[src/rtl/frame_config_sequencer.sv]
// rtl/frame_config_sequencer.sv - streams header-addressed frame words into one fabric column
//
// Purpose: accepts a header word (sync 16'hFAB5, column index, frame count N), then N frame
//   words. Each accepted frame word is registered onto FrameData, and a one-cycle one-hot
//   FrameStrobe pulse follows for the selected column. A malformed header sets the sticky
//   cfg_error flag. That header word is dropped and the sequencer stays idle.
// Optional feature: FRAME_SEQ_CHECKSUM_EN adds a trailing checksum word. The checksum is the
//   XOR of all frame words. A mismatch aborts the load without a done pulse.
// Ports:
//   CLK, RESET  - config clock; asynchronous active-high reset
//   in_data     - header / frame / checksum word
//   in_valid    - in_data valid
//   in_ready    - the word is taken when in_valid & in_ready
//   FrameData   - registered frame word; held until the next frame word is accepted
//   FrameStrobe - one-hot, one-cycle write pulse for frame[frame_idx]
//   ColSelect   - one-hot target column; held while the column is loading
//   busy        - high whenever the sequencer is not idle
//   done        - one-cycle pulse after a column loads successfully
//   cfg_error   - sticky error flag; cleared by the next valid header
module frame_config_sequencer #(
  parameter int FrameBitsPerRow = 32,
  parameter int MaxFramesPerCol = 20,
  parameter int NumColumns      = 4
) (
  input  logic                       CLK,
  input  logic                       RESET,
  input  logic [FrameBitsPerRow-1:0] in_data,
  input  logic                       in_valid,
  output logic                       in_ready,
  output logic [FrameBitsPerRow-1:0] FrameData,
  output logic [MaxFramesPerCol-1:0] FrameStrobe,
  output logic [NumColumns-1:0]      ColSelect,
  output logic                       busy,
  output logic                       done,
  output logic                       cfg_error
);

  typedef enum logic [2:0] {
    S_IDLE,
    S_LOAD,
    S_STROBE,
    S_CHECK,
    S_DONE
  } state_t;

  localparam logic [7:0]                 NUM_COLS   = 8'(NumColumns);
  localparam logic [7:0]                 MAX_FRAMES = 8'(MaxFramesPerCol);
  localparam logic [MaxFramesPerCol-1:0] STROBE_ONE = MaxFramesPerCol'(1);
  localparam logic [NumColumns-1:0]      COL_ONE    = NumColumns'(1);

  state_t                     state_q, state_d;
  logic [7:0]                 frame_idx_q, frame_idx_d;
  logic [7:0]                 frame_cnt_q, frame_cnt_d;
  logic [NumColumns-1:0]      col_sel_q, col_sel_d;
  logic [FrameBitsPerRow-1:0] frame_data_q, frame_data_d;
  logic                       err_q, err_d;
  logic                       ready_c;
  logic                       accept;
  logic                       hdr_ok;
  logic                       last_frame;
  logic [7:0]                 hdr_col;
  logic [7:0]                 hdr_cnt;

`ifdef FRAME_SEQ_CHECKSUM_EN
  logic [FrameBitsPerRow-1:0] csum_q, csum_d;
`endif

  assign hdr_col    = in_data[15:8];
  assign hdr_cnt    = in_data[7:0];
  assign hdr_ok     = (in_data[31:16] == 16'hFAB5) && (hdr_cnt != 8'd0) &&
                      (hdr_cnt <= MAX_FRAMES) && (hdr_col < NUM_COLS);
  assign last_frame = (frame_idx_q == frame_cnt_q - 8'd1);
  assign accept     = in_valid && ready_c;

  always_comb begin
    state_d      = state_q;
    frame_idx_d  = frame_idx_q;
    frame_cnt_d  = frame_cnt_q;
    col_sel_d    = col_sel_q;
    frame_data_d = frame_data_q;
    err_d        = err_q;
    ready_c      = 1'b0;
`ifdef FRAME_SEQ_CHECKSUM_EN
    csum_d       = csum_q;
`endif
    case (state_q)
      S_IDLE: begin
        ready_c = 1'b1;
        if (in_valid) begin
          if (hdr_ok) begin
            state_d     = S_LOAD;
            col_sel_d   = COL_ONE << hdr_col;
            frame_cnt_d = hdr_cnt;
            frame_idx_d = 8'd0;
            err_d       = 1'b0;
`ifdef FRAME_SEQ_CHECKSUM_EN
            csum_d      = '0;
`endif
          end else begin
            // A bad header is consumed and dropped. Only the sticky flag records it.
            err_d = 1'b1;
          end
        end
      end
      S_LOAD: begin
        ready_c = 1'b1;
        if (in_valid) begin
          frame_data_d = in_data;
          state_d      = S_STROBE;
`ifdef FRAME_SEQ_CHECKSUM_EN
          csum_d       = csum_q ^ in_data;
`endif
        end
      end
      S_STROBE: begin
        if (last_frame) begin
`ifdef FRAME_SEQ_CHECKSUM_EN
          state_d = S_CHECK;
`else
          state_d = S_DONE;
`endif
        end else begin
          frame_idx_d = frame_idx_q + 8'd1;
          state_d     = S_LOAD;
        end
      end
      S_CHECK: begin
`ifdef FRAME_SEQ_CHECKSUM_EN
        ready_c = 1'b1;
        if (in_valid) begin
          if (in_data == csum_q) begin
            state_d = S_DONE;
          end else begin
            err_d     = 1'b1;
            col_sel_d = '0;
            state_d   = S_IDLE;
          end
        end
`else
        state_d = S_IDLE;
`endif
      end
      S_DONE: begin
        col_sel_d = '0;
        state_d   = S_IDLE;
      end
      default: state_d = S_IDLE;
    endcase
  end

  always_ff @(posedge CLK or posedge RESET) begin
    if (RESET) begin
      state_q      <= S_IDLE;
      frame_idx_q  <= 8'd0;
      frame_cnt_q  <= 8'd0;
      col_sel_q    <= '0;
      frame_data_q <= '0;
      err_q        <= 1'b0;
`ifdef FRAME_SEQ_CHECKSUM_EN
      csum_q       <= '0;
`endif
    end else begin
      state_q      <= state_d;
      frame_idx_q  <= frame_idx_d;
      frame_cnt_q  <= frame_cnt_d;
      col_sel_q    <= col_sel_d;
      frame_data_q <= frame_data_d;
      err_q        <= err_d;
`ifdef FRAME_SEQ_CHECKSUM_EN
      csum_q       <= csum_d;
`endif
    end
  end

  // While RESET is asserted, the ready output is gated low. This keeps every output at
  // zero during reset.
  assign in_ready    = ready_c && !RESET;
  assign FrameData   = frame_data_q;
  assign FrameStrobe = (state_q == S_STROBE) ? (STROBE_ONE << frame_idx_q) : '0;
  assign ColSelect   = col_sel_q;
  assign busy        = (state_q != S_IDLE);
  assign done        = (state_q == S_DONE);
  assign cfg_error   = err_q;

  logic unused_accept;
  assign unused_accept = accept;

endmodule

[config.mk]
export PLATFORM = sky130hd
export DESIGN_NAME = frame_config_sequencer
export DESIGN_NICKNAME = d
export VERILOG_FILES = /design/src/rtl/frame_config_sequencer.sv
export SDC_FILE = /design/constraint.sdc
export NUM_CORES = 1
export LEC_CHECK = 0
export CORE_UTILIZATION = 35
export DETAILED_ROUTE_END_ITERATION = 12
export DONT_BUFFER_PORTS = 1
export HOLD_SLACK_MARGIN = 0.03
export PLACE_DENSITY_LB_ADDON = 0.25
export SYNTH_ARGS = -nofsm -noshare
export SYNTH_HDL_FRONTEND = slang
export SYNTH_SLANG_ARGS = --single-unit
[constraint.sdc]
create_clock -name CLK -period 3.4 [get_ports CLK]
set_input_delay 0 -clock CLK [delete_from_list [all_inputs] [get_ports CLK]]
set_output_delay 0 -clock CLK [all_outputs]
set_load 0.005 [all_outputs]
==> results of run 1 <==
==> sequential cells by signal, summed over array words and instances, names as in the netlist <==
name / flops
ColSelect: 4
FrameData: 32
cfg_error: 1
frame_cnt_q: 8
frame_idx_q: 8
state_q: 3
==> stage by stage <==
| stage | total power (W) | hold WS (ns) | util, % |
|---|---|---|---|
| after floorplan | 0.001430 | 0.03002 | - |
| after global placement | 0.001526 | 0.04432 | 37.84 |
| after detailed placement | 0.001539 | 0.04394 | 37.84 |
| after CTS | 0.002075 | 0.03124 | 43.91 |
| after global routing | 0.002175 | 0.04376 | 43.91 |
| final | 0.002059 | 0.04258 | 43.91 |
==> worst max path at each step <==
stage	slack, ns	cells past startpoint	end
after floorplan	0.84	6	frame_idx_q[1]
after global placement	0.70	6	frame_idx_q[1]
after detailed placement	0.61	6	frame_idx_q[1]
after CTS	0.59	6	frame_idx_q[1]
after global routing	0.43	6	frame_idx_q[1]
final	0.62	6	frame_idx_q[1]
==> cell usage in the layout, fill, tap and decap left out, types with 4 or more instances in the layout <==
master,netlist,layout
dfrtp_1,56,56
mux2_2,41,41
dlygate4sd3_1,0,34
nor2_1,33,33
nand2_1,24,24
nand3_1,9,9
nor3_1,8,7
xnor2_1,6,6
mux2i_1,6,6
inv_1,6,5
clkbuf_8,0,5
nand4_1,4,4
nor2b_1,4,4
and3_1,4,4
buf_4,0,4
==> per-layer routing <==
layer	global-route usage (%)	share of wire, %	vias to the layer above
li1	-	-	978
met1	18.97	43	1033
met2	26.19	48	80
met3	5.025	8.8	6
met4	3.571	0.90	0
met5	0	0	-
==> final cells by class <==
| cell class | count | share of cell area [%] |
|---|---|---|
| multi-input cells | 186 | 39.57 |
| clock inverters | 2 | 1.770 |
| repair buffers | 38 | 10.91 |
| well taps | 102 | 3.761 |
| flip-flops and latches | 56 | 41.30 |
| inverters | 6 | 0.6637 |
| clock buffers | 5 | 2.028 |
==> cell families after synthesis <==
logic type                 after synthesis  share of synthesized area (%)
xor gates and xnor gates                 8                          2.995
adders and majority gates                2                         0.8939
muxes                                   47                          18.64
AOI/OAI and AO/OA                       19                          5.141
DFF                                     56                          50.07
buffers and inverters                   16                          2.146
and+or+nand+nor                        110                          20.12
==> timing repair <==
action,4_1_cts,5_1_grt
hold buffers,34,0
setup endpoints to repair,0,0
endpoints found under the hold margin,84,0
gates resized for setup,0,0
==> worst max-delay path, cell delays in order, from the launching register on <==
cell,delay [ns]
dfrtp_1,0.45
or3_4,0.43
or4b_1,0.53
a2111oi_1,0.45
o2111ai_2,0.35
and3_1,0.28
a31o_1,0.17
==> power groups by stage <==
| stage | Combinational, W | Clock [W] | Sequential [W] |
|---|---|---|---|
| after floorplan | 0.000390 | 0 | 0.00104 |
| after global placement | 0.000373 | 0 | 0.00115 |
| after detailed placement | 0.000387 | 0 | 0.00115 |
| after CTS | 0.000419 | 0.000514 | 0.00114 |
| after global routing | 0.000464 | 0.000529 | 0.00118 |
| final | 0.000418 | 0.000498 | 0.00114 |
==> results.txt, run 1 <==
The maximum count of clock buffers along a single path came out at 2. The number of cells on the worst hold path came out at 1. The switching power share of the total is 29.54%. The total track usage is 15.43%. Once placement completed, the tool counted placed cells totaling 354. Clock latency on the worst-skew pair, taken at its later pin, is 0.30 ns. Across the run, the number of max-cap violations was 0.

STA classifies the critical path endpoint as a flip-flop. The startpoint of the lowest-slack hold path is RESET. The fill cell total of the finished layout came out at 737. Based on the critical path, the design can be clocked at up to 0.3603 GHz.

TritonCTS built the clock tree. The final worst-path cycle share is 81.64%. The H-tree was split into 2 levels. Among all cell types in the netlist, the one instantiated most often is dfrtp_1. The fraction of final layout cells sized beyond drive strength 1 is 20.82%.

The type of element launching the critical path is a flip-flop. The clock-pin transition on the worst setup and hold timing paths came out at 0.10 ns. The pin count of the biggest net entering global routing came out at 43. The number of buffers created by CTS came out at 5. The number of I/O pins is 95. The routed length per placed instance came out at 15.78 um. The total of flip-flops plus latches after synthesis is 56. In the synthesized netlist, the cells that appear most often are dfrtp_1 (56), mux2_2 (41), nor2_1 (33), nand2_1 (24), clkbuf_1 (10). After the flow finishes, the layout carries non-filler instances totaling 395. The via count of the routed design came out at 2097.

The number of placement rows came out at 32. The cell count of the worst reg-to-reg path came out at 6. The final instance area is 3393 um^2. The DRC violation count after routing is 0. In this run the cell area measured after placement is 2924 um^2. The internal power consumption came out at 0.001451 W.

In the synthesized netlist the dominant register cell turns out to be dfrtp_1. The congestion estimate from routability-driven global placement came to 0.7737. The die is 91.43 um wide. In this run, synthesis inferred 0 flip-flops with an integrated enable.

The net load switching power is 0.0006081 W. The root buffer cell is clkbuf_8. The final period demand of the worst path came out at 2.776 ns. The count of nets left with antenna violations after detail routing came out at 0. The number of pins exceeding their max-slew limit in the final report is 0.

The starting density of the core is 36.22%. The via count normalized by instance count is 5.309. The net count of the finished layout is 330.

The detailed-route wire length came out at 6233 um. Setup violations remaining at the end of the flow were counted as 0. The max-slew headroom at the worst pin is 41.00%. The chip height is 91.43 um. The share of async-settable or async-resettable flops after synthesis came out at 100.0%.

The clock network fraction of design power is 24.2%. In this run the standard cell core region covers 7727 um^2. The total count of hold-check failures in the final report is 0. The number of nets in the synthesized netlist came out at 295. The share of synthesized area in the top cell type comes to 50.07%. In this run the worst hold path is classified as primary input to output port. By area the synthesized netlist is led by dfrtp_1 (50%), mux2_2 (16%), nor2_1 (4.4%). In this run the cell area of the synthesized design comes to 2799 um^2. The initial antenna violation count is 0. The fraction of the yosys area taken by sequential cells is 50.07%.

The average instance in the mapped netlist occupies 10.85 um^2. The final setup slack of the worst path came out at 0.6244 ns. The initial DRC count came out at 56.

For the pin with the worst max-slew slack, the measured transition is 0.8837 ns. The number of global-route vias before repair is 2142. The number of warnings reported in the yosys synthesis log came out at 0. The worst setup path is of the flip-flop to flip-flop kind. The sum of overflow across all layers after global routing came out at 0. For hold timing, the worst endpoint is in_ready. In this run the static leakage power is 1.431 nW. The data arrival at the endpoint of the critical path came out at 2.97 ns.

The register-to-register setup slack is 0.62 ns. The sequential share of power is 55.5%. In the final layout, the multi-input gates occupy 1343 um^2. The post-route clock skew is 0.005357 ns. The worst register-to-register path begins at frame_cnt_q[2]. The sink count of the clock tree came out at 56. In this run the worst path has a maximum fanout of 10.

The accumulated negative setup slack came out at 0 ns. Combinational logic burns 20.3% of the power. The die covers 8359 um^2. The number of iterations in the first detailed-routing pass came out at 4.

The leading area contributor after synthesis is dfrtp_1. The run finished with clean final reports. The critical register-to-register path endpoint is frame_idx_q[1].

The half-perimeter wire length after placement is 4247 um. Synthesis handed over a netlist of 258 instances. The global-route wire length before repair came out at 10360 um. The antenna diode count came out at 0.

Prior to clock tree synthesis, the placed netlist has a worst setup slack of 0.6136 ns. The number of library cell types mapped by synthesis is 43. Buffers placed on the I/O ports in this run total 0. The endpoint required time on the critical path came out at 3.59 ns. The area added between synthesis and finish came out at 21.23%. For this design the ratio of total power to cell area is 606.7 nW/um^2. Setup repair after global routing left no endpoint under its margin. The peak ir drop on the vdd network is 0.3641 mV.

Buffers added to address setup during post-CTS repair amount to 0. The area taken by flip-flops and latches came out at 1401 um^2. The start point of the critical path is frame_cnt_q[2].
(Power assumes the default switching activity.)
==> run 2: changes to the inputs <==
- ABC_AREA: default -> 1
- clock period: 3.4 -> 2.74 ns (I/O delays scaled with it)
==> run 2 against run 1 <==
  * Fmax is 49% higher
  * Critical endpoint is now frame_idx_q[4]
  * Worst hold slack worse by 0.0049 ns
  * Wire length up 14%
  * Setup slack gained 0.25 ns
  * Power shrank 28%
  * Clock power rose by 15%
  * Highest routed layer unchanged
==> results.txt, run 2 <==
The routed length per placed instance came out at 13.22 um (was 15.78 um). The cell area power density was 421.0 nW/um^2 (was 606.7 nW/um^2). Highest-count cells in the layout ignoring fill and taps: nand2_1 (133), dfrtp_1 (56), nor2_1 (56) (was dfrtp_1 (56), mux2_2 (41), dlygate4sd3_1 (34)). The area of the mapped netlist came out at 2965 um^2 (was 2799 um^2). The chip height came to 94.05 um (was 91.43 um). The root buffer cell is clkbuf_8 (unchanged). The final instance area is 3507 um^2 (was 3393 um^2).

The overall die width came out at 94.05 um (was 91.43 um). The area of the die came out at 8844 um^2 (was 8359 um^2). The cell with the most instances after synthesis is nand2_1 (was dfrtp_1).

The initial DRC count came out at 82 (was 56). The startpoint of the lowest-slack hold path is RESET (unchanged). The path class of the lowest-slack min-delay path is primary input to output port (unchanged).

The share of async-settable or async-resettable flops after synthesis came to 100.0% (unchanged). The post-route clock skew came out at 0.005730 ns (was 0.005357 ns). The placer's final routability congestion estimate came to 0.8542 (was 0.7737).

The number of flip-flops in the largest register came out at 32 (unchanged). The transition time at the pin with the least slew margin is 0.6192 ns (was 0.8837 ns). The number of port buffers is 0 (unchanged). The number of buffers inserted by hold repair at cts was 34 (unchanged). The number of library cell types mapped by synthesis came to 28 (was 43). The endpoint required time on the critical path is 2.99 ns (was 3.59 ns). The fmax came to 0.5354 GHz (was 0.3603 GHz).

The area added between synthesis and finish is 18.27% (was 21.23%). The path type of the worst setup path is flip-flop to flip-flop (unchanged). The clock network latency to the later pin of the worst-skew pair came to 0.30 ns (about the same). Setup repair after global routing missed its margin: no (unchanged). The global-route wire length before repair came out at 11880 um (was 10360 um). The type of destination of the critical path is a flip-flop (unchanged). The commonest non-fill, non-tap cell in the layout was nand2_1 (was dfrtp_1). The via count normalized by instance count is 4.873 (was 5.309). The total of flip-flops plus latches after synthesis is 56 (unchanged). The peak ir drop on the vdd network came out at 0.1936 mV (was 0.3641 mV). The largest driver fanout on the critical path is 10 (unchanged).

The half-perimeter wire length after placement is 4947 um (was 4247 um). The final period demand of the worst path was 1.868 ns (was 2.776 ns). The fraction of final layout cells sized beyond drive strength 1 is 6.250% (was 20.82%).

The starting density of the core is 36.09% (was 36.22%). The sum of overflow across all layers after global routing is 0 (unchanged). The source of the worst register-to-register timing path is frame_cnt_q[0] (was frame_cnt_q[2]). The number of enable flip-flop cells after synthesis is 0 (unchanged). Synth area leaders: dfrtp_1 (47%), nand2_1 (17%), nor2_1 (7.1%) (was dfrtp_1 (50%), mux2_2 (16%), nor2_1 (4.4%)). The data arrival at the endpoint of the critical path came out at 2.12 ns (was 2.97 ns). The cell leakage power is 1.747 nW (was 1.431 nW). The DRC violation count after routing is 0 (unchanged). The count of cells resized by post-cts repair came to 0 (unchanged).

Most common library cells after synthesis: nand2_1 (133), dfrtp_1 (56), nor2_1 (56), inv_1 (42), o21ai_0 (28) (was dfrtp_1 (56), mux2_2 (41), nor2_1 (33), nand2_1 (24), clkbuf_1 (10)). The number of iterations in the first detailed-routing pass is 5 (was 4). The final worst-path cycle share was 68.17% (was 81.64%). The number of cells on the worst hold path is 1 (unchanged). The number of I/O pins came out at 95 (unchanged). The total count of hold-check failures in the final report came to 0 (unchanged). The number of buffers created by CTS came to 5 (unchanged). The number of nets in the synthesized netlist came to 437 (was 295).

The via count of the routed design came out at 2617 (was 2097). The predominant post-synthesis flop cell is dfrtp_1 (unchanged). The net count of the finished layout came out at 468 (was 330). The count of nets left with antenna violations after detail routing is 0 (unchanged). The cell count of the worst reg-to-reg path is 13 (was 6). The fraction of the yosys area taken by sequential cells is 47.26% (was 50.07%). The number of warnings reported in the yosys synthesis log came to 0 (unchanged).

The pin count of the biggest net entering global routing came out at 51 (was 43). The total setup buffers inserted after CTS is 0 (unchanged). The number of global-route vias before repair is 2546 (was 2142). The sink count of the clock tree came out at 56 (unchanged). The placeable core region was 8217 um^2 (was 7727 um^2).

The maximum count of clock buffers along a single path came out at 2 (unchanged). The synthesized instance count came to 400 (was 258). The clock-pin transition on the worst setup and hold timing paths is 0.10 ns (about the same).

The total track usage was 17.09% (was 15.43%). The area of placed instances came out at 3045 um^2 (was 2924 um^2). The number of levels in the clock H-tree came out at 2 (unchanged).

The leading area contributor after synthesis is dfrtp_1 (unchanged). The top cell type's share of synthesized area came out at 47.26% (was 50.07%). The start point of the critical path is frame_cnt_q[0] (was frame_cnt_q[2]). The number of placement rows was 33 (was 32).

The type of element launching the critical path was a flip-flop (unchanged). Result of the run: finished clean (unchanged). The initial antenna violation count is 0 (unchanged). The number of pins exceeding their max-slew limit in the final report was 0 (unchanged).

The detailed-route wire length is 7101 um (was 6233 um). The antenna diode count came out at 0 (unchanged). The max-slew headroom at the worst pin came out at 58.66% (was 41.00%). The final core utilization is 42.68% (was 43.91%). The TritonCTS clock tree is yes (unchanged).

The post-synthesis area per instance is 7.413 um^2 (was 10.85 um^2). The accumulated negative setup slack is 0 ns (unchanged). The setup violation total in the final timing report came to 0 (unchanged). The number of max-cap violations is 0 (unchanged).
[run 2: changes by cell type after synthesis, moves of 6 or more]
cell      previous run  this run
inv_1                6        42
nand4_1              4        13
clkbuf_1            10         3
nand3_1              9        22
o21ai_0              2        28
mux2i_1              6         0
nor2_1              33        56
nand2_1             24       133
mux2_2              41         0
[run 2: area by class of cell]
type                    count  area (um^2)
clock buffers               6        82.58
clock inverters             2        38.79
fillers                   818         4710
inverters                  44        167.7
multi-input cells         288         1330
flip-flops and latches     56         1401
well taps                 105        131.4
repair buffers             36        355.3
[run 2: cells by family (layout without fill, tap and decap cells)]
logic type	count (synthesis)	after routing	share of synthesized area, %
simple gates	247	247	35.86
flops	56	56	47.26
buf+inv	56	88	8.059
compound gates	31	31	5.611
xor+xnor	8	8	2.363
fa+ha+maj	2	2	0.8437
[run 2: power breakdown]
| group | switching, W | total, W | internal, W |
|---|---|---|---|
| Sequential | 0.00000000192 | 0.000826 | 0.000826 |
| Clock | 0.000273 | 0.000572 | 0.000299 |
| Combinational | 0.0000388 | 0.0000785 | 0.0000397 |
| Total | 0.000312 | 0.00148 | 0.00116 |
[run 2: final timing paths]
| kind | to | slack [ns] |
|---|---|---|
| max in group asynchronous | FrameData[19] | 1.71 |
| max | frame_idx_q[4] | 0.87 |
| max reg2reg | frame_idx_q[4] | 0.87 |
| min reg2reg | FrameData[10] | 0.52 |
| min in group asynchronous | FrameData[9] | 0.22 |
| min | in_ready | 0.04 |
[run 2: routing by layer]
| metal | up-vias | global-route usage (%) | routed length (um) |
|---|---|---|---|
| met3 | 5 | 4.207 | 522 |
| met5 | - | 0 | 0 |
| li1 | 1312 | - | - |
| met1 | 1204 | 21.55 | 3186 |
| met4 | 0 | 3.590 | 52 |
| met2 | 96 | 29.50 | 3339 |
[run 2: metrics by stage]
stage | hold WS [ns] | worst slack (ns) | total power, W | cells
2_1_floorplan | 0.03002 | 1.094 | 0.0008705 | 400
4_1_cts | 0.04116 | 0.8895 | 0.001499 | 537
3_5_place_dp | -0.001020 | 0.9123 | 0.0008815 | 495
5_1_grt | 0.03982 | 0.6383 | 0.001537 | 537
3_3_place_gp | -0.005604 | 0.9726 | 0.0008813 | 495
6_report | 0.03768 | 0.8723 | 0.001477 | 537
[run 2: worst max-delay path, stage by stage (launching register included)]
cell and delay, ns:
dfrtp_1 0.41, inv_1 0.16, ha_1 0.27, nand2_1 0.07, inv_1 0.04, nor2_1 0.07, nand2_1 0.05, nor2_1 0.10
nand3_1 0.09, nor2_2 0.13, nand3_4 0.15, nand2_4 0.15, nand2_1 0.06, nand2_1 0.06
